$ cat src/rtl/accel_spi_pkg.sv
// Shared FSM encoding and ADXL362 burst-read constants for the accelerometer SPI reader.
package accel_spi_pkg;

  typedef logic [2:0] state_t;

  localparam state_t ST_IDLE  = 3'd0;
  localparam state_t ST_SETUP = 3'd1;
  localparam state_t ST_SHIFT = 3'd2;
  localparam state_t ST_HOLD  = 3'd3;
  localparam state_t ST_DONE  = 3'd4;

  localparam logic [7:0] ADXL_CMD_READ     = 8'h0B;
  localparam logic [7:0] ADXL_ADDR_XDATA_L = 8'h0E;
  localparam int         FRAME_BITS        = 80;
  localparam int         RD_BYTES          = 8;
  localparam int         SAMPLE_W          = 12;

endpackage

$ cat src/rtl/spi_sclk_gen.sv
// SPI clock divider: counts CLK_DIV cycles per half-period while enabled and
// toggles SCLK (mode 0, idle low) only when sclk_en is set.
module spi_sclk_gen #(
  parameter int CLK_DIV = 50
) (
  input  logic clk,
  input  logic reset,
  input  logic en,
  input  logic sclk_en,
  output logic half_tick,
  output logic rise_tick,
  output logic fall_tick,
  output logic sclk
);

  localparam int CW = $clog2(CLK_DIV);

  logic [CW-1:0] cnt_reg;
  logic          sclk_reg;

  // Ticks flag the cycle whose closing edge moves SCLK.
  assign half_tick = en && (cnt_reg == CW'(CLK_DIV - 1));
  assign rise_tick = half_tick && sclk_en && !sclk_reg;
  assign fall_tick = half_tick && sclk_en && sclk_reg;
  assign sclk      = sclk_reg;

  always_ff @(posedge clk or negedge reset) begin
    if (!reset) begin
      cnt_reg  <= '0;
      sclk_reg <= 1'b0;
    end else begin
      if (!en || half_tick) cnt_reg <= '0;
      else                  cnt_reg <= cnt_reg + 1'b1;
      if (!sclk_en)       sclk_reg <= 1'b0;
      else if (half_tick) sclk_reg <= ~sclk_reg;
    end
  end

endmodule

$ cat src/rtl/accel_spi_reader.sv
// ADXL362 burst reader: one 80-bit SPI frame per start, X/Y/Z/T presented with a 1-cycle strobe.
// Optional free-running auto trigger when ACCEL_AUTO_SAMPLE_EN is defined.
module accel_spi_reader
  import accel_spi_pkg::*;
#(
  parameter int CLK_DIV       = 50,
  parameter int SAMPLE_PERIOD = 1000000
) (
  input  logic                clk,
  input  logic                reset,
  input  logic                i_ACCEL_Start,
  output logic                o_SPI_SCLK,
  output logic                o_SPI_MOSI,
  input  logic                i_SPI_MISO,
  output logic                o_SPI_CSn,
  output logic [SAMPLE_W-1:0] o_ACCEL_X,
  output logic [SAMPLE_W-1:0] o_ACCEL_Y,
  output logic [SAMPLE_W-1:0] o_ACCEL_Z,
  output logic [SAMPLE_W-1:0] o_ACCEL_T,
  output logic                o_ACCEL_dataReady,
  output logic                o_ACCEL_Busy
);

  localparam int RX_W = RD_BYTES * 8;

  state_t                     state_reg, state_next;
  logic [6:0]                 bit_cnt_reg;
  logic [15:0]                tx_reg;
  logic [RX_W-1:0]            rx_reg;
  logic                       mosi_reg, cs_n_reg, busy_reg, ready_reg;
  logic [3:0][SAMPLE_W-1:0]   sample_word, sample_reg;
  logic                       half_tick, rise_tick, fall_tick;
  logic                       link_en, start_req, accept, frame_end;

  assign link_en   = (state_reg == ST_SETUP) || (state_reg == ST_SHIFT) || (state_reg == ST_HOLD);
  assign accept    = (state_reg == ST_IDLE) && !busy_reg && start_req;
  assign frame_end = fall_tick && (bit_cnt_reg == 7'(FRAME_BITS - 1));

  spi_sclk_gen #(.CLK_DIV(CLK_DIV)) u_sclk (
    .clk       (clk),
    .reset     (reset),
    .en        (link_en),
    .sclk_en   (state_reg == ST_SHIFT),
    .half_tick (half_tick),
    .rise_tick (rise_tick),
    .fall_tick (fall_tick),
    .sclk      (o_SPI_SCLK)
  );

`ifdef ACCEL_AUTO_SAMPLE_EN
  logic [31:0] tmr_reg;
  logic        pending_reg, expire;

  assign expire    = (tmr_reg == 32'(SAMPLE_PERIOD - 1));
  assign start_req = i_ACCEL_Start || expire || pending_reg;

  // One expiry during a read is remembered; extra ones collapse into it.
  always_ff @(posedge clk or negedge reset) begin
    if (!reset) begin
      tmr_reg     <= '0;
      pending_reg <= 1'b0;
    end else begin
      tmr_reg <= expire ? '0 : tmr_reg + 1'b1;
      if (accept)                pending_reg <= 1'b0;
      else if (expire && busy_reg) pending_reg <= 1'b1;
    end
  end
`else
  assign start_req = i_ACCEL_Start;
  if (SAMPLE_PERIOD < 1) begin : g_sample_period_unused
  end
`endif

  always_comb begin
    state_next = state_reg;
    case (state_reg)
      ST_IDLE:  if (accept)    state_next = ST_SETUP;
      ST_SETUP: if (half_tick) state_next = ST_SHIFT;
      ST_SHIFT: if (frame_end) state_next = ST_HOLD;
      ST_HOLD:  if (half_tick) state_next = ST_DONE;
      default:                 state_next = ST_IDLE;
    endcase
  end

  // Read bytes arrive L,H per channel; only H[3:0] carries data.
  genvar gi;
  for (gi = 0; gi < 4; gi++) begin : g_word
    localparam int L_MSB = RX_W - 1 - 16 * gi;
    assign sample_word[gi] = {rx_reg[L_MSB-12 -: 4], rx_reg[L_MSB -: 8]};
  end

  always_ff @(posedge clk or negedge reset) begin
    if (!reset) begin
      state_reg   <= ST_IDLE;
      bit_cnt_reg <= '0;
      tx_reg      <= '0;
      rx_reg      <= '0;
      mosi_reg    <= 1'b0;
      cs_n_reg    <= 1'b1;
      busy_reg    <= 1'b0;
      ready_reg   <= 1'b0;
      sample_reg  <= '0;
    end else begin
      state_reg <= state_next;
      ready_reg <= (state_reg == ST_DONE);
      cs_n_reg  <= !((state_next == ST_SETUP) || (state_next == ST_SHIFT) || (state_next == ST_HOLD));
      if (accept)         busy_reg <= 1'b1;
      else if (ready_reg) busy_reg <= 1'b0;
      // First command bit must already be on MOSI when CSn falls.
      if (accept) begin
        bit_cnt_reg <= '0;
        mosi_reg    <= ADXL_CMD_READ[7];
        tx_reg      <= {ADXL_CMD_READ[6:0], ADXL_ADDR_XDATA_L, 1'b0};
      end else if (fall_tick) begin
        mosi_reg <= tx_reg[15];
        tx_reg   <= {tx_reg[14:0], 1'b0};
        if (!frame_end) bit_cnt_reg <= bit_cnt_reg + 1'b1;
      end
      if (rise_tick) rx_reg <= {rx_reg[RX_W-2:0], i_SPI_MISO};
      if (state_reg == ST_DONE) sample_reg <= sample_word;
    end
  end

  assign o_SPI_MOSI        = mosi_reg;
  assign o_SPI_CSn         = cs_n_reg;
  assign o_ACCEL_X         = sample_reg[0];
  assign o_ACCEL_Y         = sample_reg[1];
  assign o_ACCEL_Z         = sample_reg[2];
  assign o_ACCEL_T         = sample_reg[3];
  assign o_ACCEL_dataReady = ready_reg;
  assign o_ACCEL_Busy      = busy_reg;

endmodule

$ cat config.mk
export PLATFORM = sky130hd
export DESIGN_NAME = accel_spi_reader
export DESIGN_NICKNAME = d
export VERILOG_FILES = /design/src/rtl/accel_spi_pkg.sv /design/src/rtl/spi_sclk_gen.sv /design/src/rtl/accel_spi_reader.sv
export SDC_FILE = /design/constraint.sdc
export NUM_CORES = 1
export LEC_CHECK = 0
export ABC_AREA = 1
export CAP_MARGIN = 20
export CORE_ASPECT_RATIO = 0.6
export CORE_MARGIN = 1
export CORE_UTILIZATION = 35
export DETAILED_ROUTE_END_ITERATION = 6
export GPL_ROUTABILITY_DRIVEN = 0
export MAX_ROUTING_LAYER = met4
export PLACE_DENSITY = 0.59
export SETUP_SLACK_MARGIN = 0.1
export SLEW_MARGIN = 25
export SYNTH_ARGS = -nofsm -noshare
export SYNTH_HDL_FRONTEND = slang
export SYNTH_HIERARCHICAL = 1
export SYNTH_SLANG_ARGS = --single-unit
$ cat constraint.sdc
create_clock -name clk -period 2.5 [get_ports clk]
set_input_delay 0.5 -clock clk [delete_from_list [all_inputs] [get_ports clk]]
set_output_delay 0.5 -clock clk [all_outputs]
set_load 0.02 [all_outputs]
[Word level (Yosys, flattened, before mapping)]
Index checks and enable logic that the tools add are counted.
W data, S select, Z words.
Word-level totals
  flip-flop bits (word level): 149
  output and inout bits: 53
  word-level logic and storage cells: 65
Cells by class
  add/subtract/negate cells: 2
  equal/unequal tests: 11
  mux-type cells: 17
  bitwise operators: 1
  reductions and logical operators: 20
Operators with widths (count)
  $mux W16: 2
  $mux W7: 3
  $eq A3 B2 Y1 const B: 4
  $mux W3: 4
  $pmux W3 S4: 1
  $add A7 B1 Y7 const B: 1
  $eq A7 B7 Y1 const B: 1
  $logic_and A1 B1 Y1: 7
  $add A6 B1 Y6 const B: 1
  $eq A3 B1 Y1 const B: 2
  $eq A6 B6 Y1 const B: 1
  $mux W1: 6
  $mux W6: 1
  $logic_or A1 B1 Y1: 5
  $logic_not A1 Y1: 4
  $ne A2 B2 Y1 const B: 2
  $reduce_bool A2 Y1: 2
  $eq A3 B3 Y1 const B: 1
  $logic_not A3 Y1: 1
  $reduce_and A2 Y1: 1
  $not A1 Y1: 1

[Logic depth before layout (Yosys ltp)]
Gate-level depths: netlist of the first run.
  depth after elaboration: 13
  depth in mapped cells: 13

[Modules after synthesis]
Netlist of the first run, hierarchy kept.
By module, submodules not included
  accel_spi_reader: times used 1, cells each 578, area each 5462.7 um^2, seq. area each 3504.6 um^2
  spi_sclk_gen: times used 1, cells each 49, area each 402.9 um^2, seq. area each 175.2 um^2

[Worst setup path after synthesis of the first run]
No wires, ideal clock.
  kind: register to register
  from: register state_reg[2]
  to: register rx_reg[28]
  setup time: 0.083 ns
  arrival: 1.611 ns
  data required time: 2.417 ns
  slack: 0.807 ns
  cell stages (with the launch flop): 11
  clock period less this slack: 1.693 ns
  path through: dfrtp_1 -> nor3_1 -> inv_1 -> nor2_1 -> nand2_2 -> inv_1 -> buf_2 -> buf_4 -> buf_2 -> nand2_1 -> o21ai_0
Between the ends
  word-level cells in the longest chain between the ends: 6
Ends and longest elaborated chain
  from (decl): RTL line accel_spi_reader.sv:26  | state_t state_reg, state_next;
  from (signal assigned): RTL line accel_spi_reader.sv:104  | state_reg <= state_next;
  $eq A3 B1 Y1 or $eq A3 B2 Y1 (tied branches): RTL line accel_spi_reader.sv:35, accel_spi_reader.sv:43
  $logic_or A1 B1 Y1 (2 in a row): RTL line accel_spi_reader.sv:35  | assign link_en = (state_reg == ST_SETUP) || (state_reg == ST_SHIFT) || (state_reg == ST_HOLD);
  $logic_and A1 B1 Y1: RTL line spi_sclk_gen.sv:22  | assign half_tick = en && (cnt_reg == CW'(CLK_DIV - 1));
  $logic_and A1 B1 Y1 (*) (2 in a row): RTL line spi_sclk_gen.sv:23  | assign rise_tick = half_tick && sclk_en && !sclk_reg;
  via rise_tick: RTL line accel_spi_reader.sv:32  | logic half_tick, rise_tick, fall_tick;
  to (signal assigned): RTL line accel_spi_reader.sv:119  | if (rise_tick) rx_reg <= {rx_reg[RX_W-2:0], i_SPI_MISO};
  to (decl): RTL line accel_spi_reader.sv:29  | logic [RX_W-1:0] rx_reg;
Mark *: on every way through the listed nets, which the timed path passes. The rest lies on a longest branch.
A chain may end at the register's enable or synchronous reset.

[Worst setup path in the final report of the first run]
  from: register state_reg[1]
  to: register bit_cnt_reg[3]
Between the ends
  word-level cells in the longest chain between the ends: 9
Ends and longest elaborated chain
  $eq A3 B1 Y1 or $eq A3 B2 Y1 (tied branches): RTL line accel_spi_reader.sv:35, accel_spi_reader.sv:43
  $logic_or A1 B1 Y1 (2 in a row): RTL line accel_spi_reader.sv:35
  $logic_and A1 B1 Y1: RTL line spi_sclk_gen.sv:22
  $logic_and A1 B1 Y1 (*) (2 in a row): RTL line spi_sclk_gen.sv:24  | assign fall_tick = half_tick && sclk_en && sclk_reg;
  via fall_tick: RTL line accel_spi_reader.sv:32
  $logic_and A1 B1 Y1: RTL line accel_spi_reader.sv:37  | assign frame_end = fall_tick && (bit_cnt_reg == 7'(FRAME_BITS - 1));
  $ne A2 B2 Y1 (no source line)
  $reduce_and A2 Y1 (no source line) (*)
  to (signal assigned): RTL line accel_spi_reader.sv:117  | if (!frame_end) bit_cnt_reg <= bit_cnt_reg + 1'b1;
  to (decl): RTL line accel_spi_reader.sv:27  | logic [6:0] bit_cnt_reg;
Marks and branches as above.

==> impl_metrics.toml, run 1 <==
[critical_path]
crit_path_end = "bit_cnt_reg[3]"
crit_path_top_delay_cell = "dfrtp_1"
reg2reg_depth = 9
ff2ff_setup_slack_ns = 0.37
r2r_end = "bit_cnt_reg[3]"
cp.required_ns = 2.79
timing.rr.start = "state_reg[1]"
worstSetupStartpoint = "state_reg[1]"
cp-end-kind = "flop"
worstPathCellList = "inv_1 -> nor3_1 -> nand2_1 -> nor2_1 -> inv_1 -> nor2_4 -> nor2_4 -> nand2_1 -> nand2_1"
critPathArrivalTime_ns = 2.42
cp_common_cell = "nand2_1"
crit_type = "flop to flop"
max_stage_delay_ns = 0.45
crit_fanout = 16
start_kind = "flop"

[cts]
cts_tree = "built"
clock_sinks = 147
clk_pin_slew_ns = 0.06
clockBufferDepth = 2
root_buffer = "clkbuf_16"
cts_buffers = 17
clock_latency_ns = 0.40
htreeDepth = 4

[drt]
vias_per_cell = 4.37
avgRoutedWirePerCell_um = 11.9
postRouteAntennaNets = 0
wirelength_um = 10900
drc = 0
initialDrtViolationCount = 283
first_pass_iters = 5
vias = 4019

[synth]
synth_top_area_share_pct = 62.3
synth-main-ff-cell = "dfrtp_1"
syn_inst = 627
synth.top_cells.by_area = "dfrtp_1 (62%), nand2_1 (11%), o21ai_0 (7.3%)"
yosys_warnings = 6
synth_area_per_cell_um2 = 9.36
yosysMostFrequentCell = "nand2_1"
syn_nets = 634
syn_area_mm2 = 0.00587
synth_edf_count = 0
yosysUniqueCellTypes = 28
ys_ff_latch = 147
synthTopCellsByCount = "nand2_1 (166), dfrtp_1 (146), inv_1 (95)"
synthArstFlopShare_pct = 100
yosys.area.top_type = "dfrtp_1"
ys_seq_area_share_pct = 62.7

[place]
portBuffers = 56
place_hpwl_um = 6860

[sta]
drv_slew = 0
setup_tns_ns = 0
holdWs_ns = 0.459
tightest_slew_ns = 0.938
fmax_mhz = 470
fin_crit_ns = 2.13
relSlewSlack_pct = 37.4
fin_crit_sh_pct = 85.1
clock_skew_ns = 0.0117
rsz0062_at_grt = "no"
final_hold_viol_count = 0
setup_viol = 0

[hold_path]
hp-class = "flop to flop"
worstHoldStart = "o_ACCEL_dataReady"

[floorplan]
io_pins = 57
start_util_pct = 36.0
row_count = 36
core_region_area_mm2 = 0.0163
die_area_mm2 = 0.0173
fp.dieW_um = 169
die_h_um = 102

[global_routing]
grt_pass1_vias = 3929
grt_max_degree = 98
grt_pass1_wl_um = 18800
gr-total-overflow = 0
grtUsageTotal_pct = 14.2
antenna_found_initial = 0

[pwr]
power_density_mw_per_mm2 = 702
switching_share_pct = 19.9
switchingPower_mw = 1.02
seq_power_share_pct = 46.6
power_frac_clock_pct = 52.3
ir_worst_vdd_mv = 0.355
p_comb_share_pct = 1.1
p_int_mw = 4.09
power_leakage_nw = 3.32

[layout]
syn_to_final_growth_pct = 23.9
utilization_pct = 44.6
largest_reg_flops = 64
final_net_count = 687
antenna_cells = 0
drive_above_1_share_pct = 7.95

[job]
max-cap-violations = 0

[status]
outcome = "finished, final reports clean"
## cells by family (layout without fill, tap and decap cells)
| group | count (synthesis) | after routing | share of synthesized area [%] |
|---|---|---|---|
| buf+inv | 124 | 189 | 8.81 |
| fa+ha+maj | 3 | 3 | 0.640 |
| compound gates | 129 | 129 | 11.2 |
| xor+xnor | 5 | 5 | 0.747 |
| flops | 147 | 147 | 62.7 |
| simple gates | 219 | 219 | 15.8 |
## how the worst min path moves through the flow
stage	to	slack, ns	depth (start not counted)
floorplan	bit_cnt_reg[0]	0.20	0
global placement	o_ACCEL_X[7]	0.35	1
detailed placement	o_ACCEL_X[3]	0.36	1
CTS	o_ACCEL_Busy	0.46	1
global route	rx_reg[28]	0.49	2
finish	o_ACCEL_Busy	0.46	1
## area by class of cell
cell class                      instances  area [um^2]
Inverter                               95          358
Timing Repair Buffer                   63          654
Fill cell                            1594         9040
Tap cell                              228          285
Sequential cell                       147         3680
Multi-Input combinational cell        356         1670
Clock inverter                         12          180
Clock buffer                           19          443
## worst max-delay path: cells and delay by family, from the launching register on
kind,cells,cell delay [ns]
and+or+nand+nor,7,1.19
DFF,1,0.45
buffers and inverters,2,0.37
## cell usage in the layout, fill, tap and decap left out, drive strengths merged, types with 3 or more instances in the layout
cell,n
a21oi,9
buf,7
bufinv,4
clkbuf,19
clkdlybuf4s50,55
clkinv,5
dfrtp,146
ha,3
inv,96
nand2,170
nand3,11
nand4,4
nor2,32
o211ai,5
o21ai,115
xor2,4
## stage by stage
step / instance area, um^2 / cells / total power, mW / setup slack (ns)
after floorplan: 5870 / 627 / 2.42 / 0.807
after detailed placement: 6640 / 888 / 2.48 / 0.386
after global placement: 6640 / 888 / 2.48 / 0.503
after global routing: 7270 / 920 / 5.28 / 0.113
final: 7270 / 920 / 5.10 / 0.371
after CTS: 7270 / 920 / 5.18 / 0.380
## layer usage
metal | GRT usage, % | up-vias | wire, um
li1 | - | 2049 | -
met1 | 18.9 | 1904 | 5590
met2 | 21.0 | 64 | 4860
met3 | 3.52 | 2 | 427
met4 | 5.13 | 0 | 31
met5 | - | - | 0
## power groups by stage
stage	sequential, mW	clock (mW)	combinational, mW
floorplan	2.42	0	0.00000127
global placement	2.42	0	0.0572
detailed placement	2.42	0	0.0589
CTS	2.38	2.74	0.0602
global route	2.38	2.84	0.0666
finish	2.38	2.67	0.0557
## repair_timing
item | CTS | global route
endpoints found under the hold margin | 19 | 0
gates resized for setup | 0 | 0
hold buffers | 1 | 0
buffers inserted | 0 | 0
No activity file was read; power rests on OpenSTA's default activity.
==> inputs of run 2 (changes only) <==
Settings changed: CORE_MARGIN 1 to 2.
==> run 2 against run 1 <==
  * Power is 1.7% lower
  * Sequential power hardly changed
  * Cell count is 0.11% higher
  * Critical path depth stayed put
  * Routed wire length is 3.4% higher
  * Via count is 1.6% higher
  * Critical endpoint is now bit_cnt_reg[0]
  * Utilization is 0.084 points lower
  * Combinational power is 4.8% higher
  * Non-clock buffer count stayed put
  * Largest power group unchanged
==> impl_metrics.toml, run 2 (synthesized netlist as in run 1, its figures left out) <==
[critical_path]
max_stage_delay_ns = 0.45
cp_common_cell = "nand2_1"
reg2reg_depth = 9
crit_type = "flop to flop"
crit_fanout = 16
start_kind = "flop"
timing.rr.start = "state_reg[1]"
cp.required_ns = 2.81
crit_path_top_delay_cell = "dfrtp_1"
worstPathCellList = "inv_1 -> nor3_1 -> nand2_1 -> nor2_1 -> inv_1 -> nor2_4 -> nand2_1 -> nand2_1 -> nor2_1"
ff2ff_setup_slack_ns = 0.43
cp-end-kind = "flop"
r2r_end = "bit_cnt_reg[0]"
critPathArrivalTime_ns = 2.38

[pwr]
seq_power_share_pct = 47.4
p_comb_share_pct = 1.2
power_density_mw_per_mm2 = 691
p_int_mw = 3.93
switchingPower_mw = 1.09
ir_worst_vdd_mv = 0.354
power_frac_clock_pct = 51.4
switching_share_pct = 21.7
power_leakage_nw = 3.31

[floorplan]
die_area_mm2 = 0.0178
die_h_um = 104
start_util_pct = 36.0
row_count = 36
core_region_area_mm2 = 0.0163
fp.dieW_um = 171
io_pins = 57

[global_routing]
grtUsageTotal_pct = 14.4
gr-total-overflow = 0
grt_max_degree = 98
grt_pass1_wl_um = 19700
antenna_found_initial = 0
grt_pass1_vias = 4081

[sta]
rsz0062_at_grt = "no"
fin_crit_ns = 2.07
holdWs_ns = 0.0425
setup_viol = 0
fin_crit_sh_pct = 82.8
final_hold_viol_count = 0
fmax_mhz = 483
relSlewSlack_pct = 34.5
setup_tns_ns = 0
clock_skew_ns = 0.0118
drv_slew = 0
tightest_slew_ns = 0.982

[drt]
first_pass_iters = 4
vias_per_cell = 4.44
wl_met1_um = 5730
postRouteAntennaNets = 0
drc = 0
vias = 4085
avgRoutedWirePerCell_um = 12.2
wl_met2_um = 4980
met3_length_um = 379
initialDrtViolationCount = 246
wirelength_um = 11300
highest_layer = "met4"

[layout]
drive_above_1_share_pct = 8.37
final_common_cell = "nand2_1"
fillCellCount = 1595
utilization_pct = 44.5
antenna_cells = 0
largest_reg_flops = 64
final_cell_mix = "nand2_1 (166), dfrtp_1 (146), inv_1 (94), o21ai_0 (85), clkdlybuf4s50_1 (55)"
syn_to_final_growth_pct = 23.7
final_net_count = 687

[job]
max-cap-violations = 0

[cts]
cts_buffers = 17
clock_sinks = 147
htreeDepth = 4
cts_tree = "built"
cts_setup_buffers = 0
cts-resized-gates = 0
clock_latency_ns = 0.42
root_buffer = "clkbuf_16"
cts_hold_buf = 0
clockBufferDepth = 2
clk_pin_slew_ns = 0.07

[hold_path]
hp-class = "input pin to async pin"

[status]
outcome = "finished, final reports clean"

[place]
place_hpwl_um = 7130
portBuffers = 56
run 2: cell count changes in the layout (fill, tap and decap cells not counted):
cell,before,now
dlygate4sd3_1,1,0
clkbuf_1,1,0
inv_6,2,5
buf_12,3,4
bufinv_16,4,2
clkbuf_8,1,2
run 2: through the flow:
step	instance area (um^2)	total power [mW]	std cells	setup slack [ns]
finish	7260	5.02	921	0.429
global route	7260	5.20	921	0.187
CTS	7260	5.10	921	0.439
detailed placement	6660	2.49	889	0.462
global placement	6660	2.48	889	0.608
floorplan	5870	2.42	627	0.807
run 2: power groups by stage:
stage	Combinational [mW]	Sequential, mW	Clock, mW
after global placement	0.0612	2.42	0
after global routing	0.0694	2.38	2.75
final	0.0584	2.38	2.58
after detailed placement	0.0633	2.42	0
after floorplan	0.00000127	2.42	0
after CTS	0.0634	2.38	2.66
run 2: layer usage:
layer | GRT usage [%] | vias to the layer above
met3 | 3.39 | 20
met2 | 20.8 | 78
met4 | 6.05 | 0
met5 | - | -
li1 | - | 2048
met1 | 19.4 | 1939
run 2: how the worst max path moves through the flow:
| stage | from | endpoint | slack (ns) | depth (start not counted) |
|---|---|---|---|---|
| 3_5_place_dp | state_reg[1] | bit_cnt_reg[0] | 0.46 | 9 |
| 4_1_cts | state_reg[1] | bit_cnt_reg[0] | 0.44 | 9 |
| 5_1_grt | state_reg[1] | bit_cnt_reg[0] | 0.19 | 9 |
| 6_report | state_reg[1] | bit_cnt_reg[0] | 0.43 | 9 |
| 2_1_floorplan | state_reg[2] | rx_reg[28] | 0.81 | 10 |
| 3_3_place_gp | i_ACCEL_Start | bit_cnt_reg[6] | 0.61 | 5 |
run 2: area by class of cell:
class	count	area, um^2	share of cell area, %
Multi-Input combinational cell	356	1670	23.0
Sequential cell	147	3680	50.7
Clock buffer	19	453	6.24
Clock inverter	13	146	2.02
Tap cell	228	285	3.93
Inverter	95	358	4.93
Timing Repair Buffer	63	664	9.16
run 2: worst max-delay path: cells and delay by family, from the launching register on:
| kind | cells | cell delay, ns |
|---|---|---|
| simple gates | 7 | 1.14 |
| flops | 1 | 0.45 |
| buf+inv | 2 | 0.38 |
==> inputs of run 3 (changes only) <==
Clock period 2.5 ns to 1.91 ns, I/O delays scaled along.
==> run 3 against run 2 <==
  * First-iteration DRC count decreased by 30%
  * Hold slack improved by 0.41 ns
  * Cell area grew 3.8%
  * Critical endpoint is now o_ACCEL_Y[5]
==> impl_metrics.toml, run 3 (synthesized netlist as in run 1, its figures left out) <==
[status]
outcome = "finished, final reports clean"

[critical_path]
start_kind = "flop"
crit_type = "flop to output pin"
r2r_end = "bit_cnt_reg[3]"
cp.required_ns = 1.53
reg2reg_depth = 12
cp-end-kind = "output pin"
max_stage_delay_ns = 0.61
cp_top_family = "buffers and inverters"
ff2ff_setup_slack_ns = 0.19
worstPathCellList = "clkdlybuf4s50_1"
cp_num_buf_inv = 1
crit_fanout = 2
timing.rr.start = "u_sclk/cnt_reg[1]"
crit_path_top_delay_cell = "clkdlybuf4s50_1"
critPathArrivalTime_ns = 1.38

[job]
max-cap-violations = 0

[pwr]
p_int_mw = 5.28
power_frac_clock_pct = 52.2
seq_power_share_pct = 46.6
p_comb_share_pct = 1.2
power_density_mw_per_mm2 = 887
power_leakage_nw = 3.75
switchingPower_mw = 1.40
ir_worst_vdd_mv = 0.469
switching_share_pct = 21.0

[drt]
vias_per_cell = 4.46
avgRoutedWirePerCell_um = 12.6
drc = 0
first_pass_iters = 5
initialDrtViolationCount = 172
postRouteAntennaNets = 0
vias = 4186
wirelength_um = 11800

[global_routing]
grt_max_degree = 65
grt_pass1_wl_um = 19600
grt_pass1_vias = 4000
antenna_found_initial = 0
grtUsageTotal_pct = 14.1
gr-total-overflow = 0

[sta]
setup_tns_ns = 0
drv_slew = 0
rsz0062_at_grt = "yes"
fin_crit_ns = 1.77
relSlewSlack_pct = 62.5
fmax_mhz = 567
clock_skew_ns = 0.00823
setup_viol = 0
final_hold_viol_count = 0
fin_crit_sh_pct = 92.4
tightest_slew_ns = 0.562

[layout]
final_cell_mix = "nand2_1 (166), dfrtp_1 (142), inv_1 (94), o21ai_0 (85), clkdlybuf4s50_1 (34)"
fillCellCount = 1583
final_area_mm2 = 0.00753
final_common_cell = "nand2_1"
antenna_cells = 0
final_net_count = 704
drive_above_1_share_pct = 11.4
syn_to_final_growth_pct = 28.4
largest_reg_flops = 64

[cts]
clk_pin_slew_ns = 0.06
cts_tree = "built"
clockBufferDepth = 2
clock_latency_ns = 0.41
root_buffer = "clkbuf_16"
htreeDepth = 4
clock_sinks = 147
cts_buffers = 17

[place]
portBuffers = 56
place_area_mm2 = 0.00671
place_hpwl_um = 7210

[floorplan]
io_pins = 57
row_count = 36
start_util_pct = 36.0
die_area_mm2 = 0.0178
fp.dieW_um = 171
core_region_area_mm2 = 0.0163
die_h_um = 104

[hold_path]
hp-class = "flop to flop"
worstHoldStart = "o_ACCEL_dataReady"
hold_end = "o_ACCEL_Busy"
min_delay_path_depth = 1
-- run 3: changes by cell type in the layout (fill, tap and decap cells not counted), sizes merged --
cell,change
dlygate4sd3,+1
clkinvlp,+2
clkinv,-3
clkdlybuf4s50,-21
bufinv,+1
buf,+13
dlymetal6s2s,+17
dlygate4sd2,+4
clkbuf,+3
-- run 3: worst max-delay path by stage --
stage | from | to | slack [ns] | cells past startpoint
after floorplan | state_reg[2] | rx_reg[28] | 0.22 | 10
after global routing | state_reg[0] | bit_cnt_reg[2] | 0.08 | 12
final | o_ACCEL_Y[5] | o_ACCEL_Y[5] | 0.14 | 1
after CTS | o_ACCEL_X[11] | o_ACCEL_X[11] | 0.11 | 1
after global placement | state_reg[1] | tx_reg[14] | 0.14 | 9
after detailed placement | state_reg[1] | bit_cnt_reg[5] | -0.02 | 12
-- run 3: through the flow --
stage	hold slack [ns]	cells	utilization (%)	power [mW]	worst slack (ns)
4_1_cts	0.459	929	45.1	6.76	0.108
3_3_place_gp	0.377	896	41.1	3.25	0.144
6_report	0.456	938	46.2	6.68	0.145
3_5_place_dp	0.383	896	41.1	3.26	-0.0205
5_1_grt	0.494	938	46.2	6.94	0.0755
2_1_floorplan	0.0864	627	-	3.17	0.217
-- run 3: area by class of cell --
type | instances | area, um^2 | area share, %
Sequential cell | 147 | 3680 | 48.9
Multi-Input combinational cell | 356 | 1690 | 22.4
Timing Repair Buffer | 80 | 885 | 11.7
Clock inverter | 13 | 171 | 2.28
Clock buffer | 19 | 453 | 6.02
Tap cell | 228 | 285 | 3.79
Inverter | 95 | 362 | 4.80
-- run 3: repair_timing --
item | 4_1_cts | 5_1_grt
gates cloned | 0 | 3
hold endpoints to repair | 48 | 0
setup endpoints to repair | 19 | 73
gates resized for setup | 7 | 25
pin swaps | 0 | 2
buffers inserted | 0 | 6
hold buffers | 1 | 0
-- run 3: power by group through the flow --
stage	clock (mW)	combinational [mW]	sequential, mW
4_1_cts	3.56	0.0873	3.11
6_report	3.49	0.0811	3.11
3_5_place_dp	0	0.0854	3.17
5_1_grt	3.73	0.0972	3.11
2_1_floorplan	0	0.00000139	3.17
3_3_place_gp	0	0.0831	3.17
-- run 3: per-layer routing --
layer  GRT usage [%]  vias to the layer above  part of all wire, %
met4            4.60                        0                 0.99
li1                -                     2093                    -
met5               -                        -                    0
met3            3.04                       15                  3.5
met1            20.3                     2005                   51
met2            19.9                       73                   44
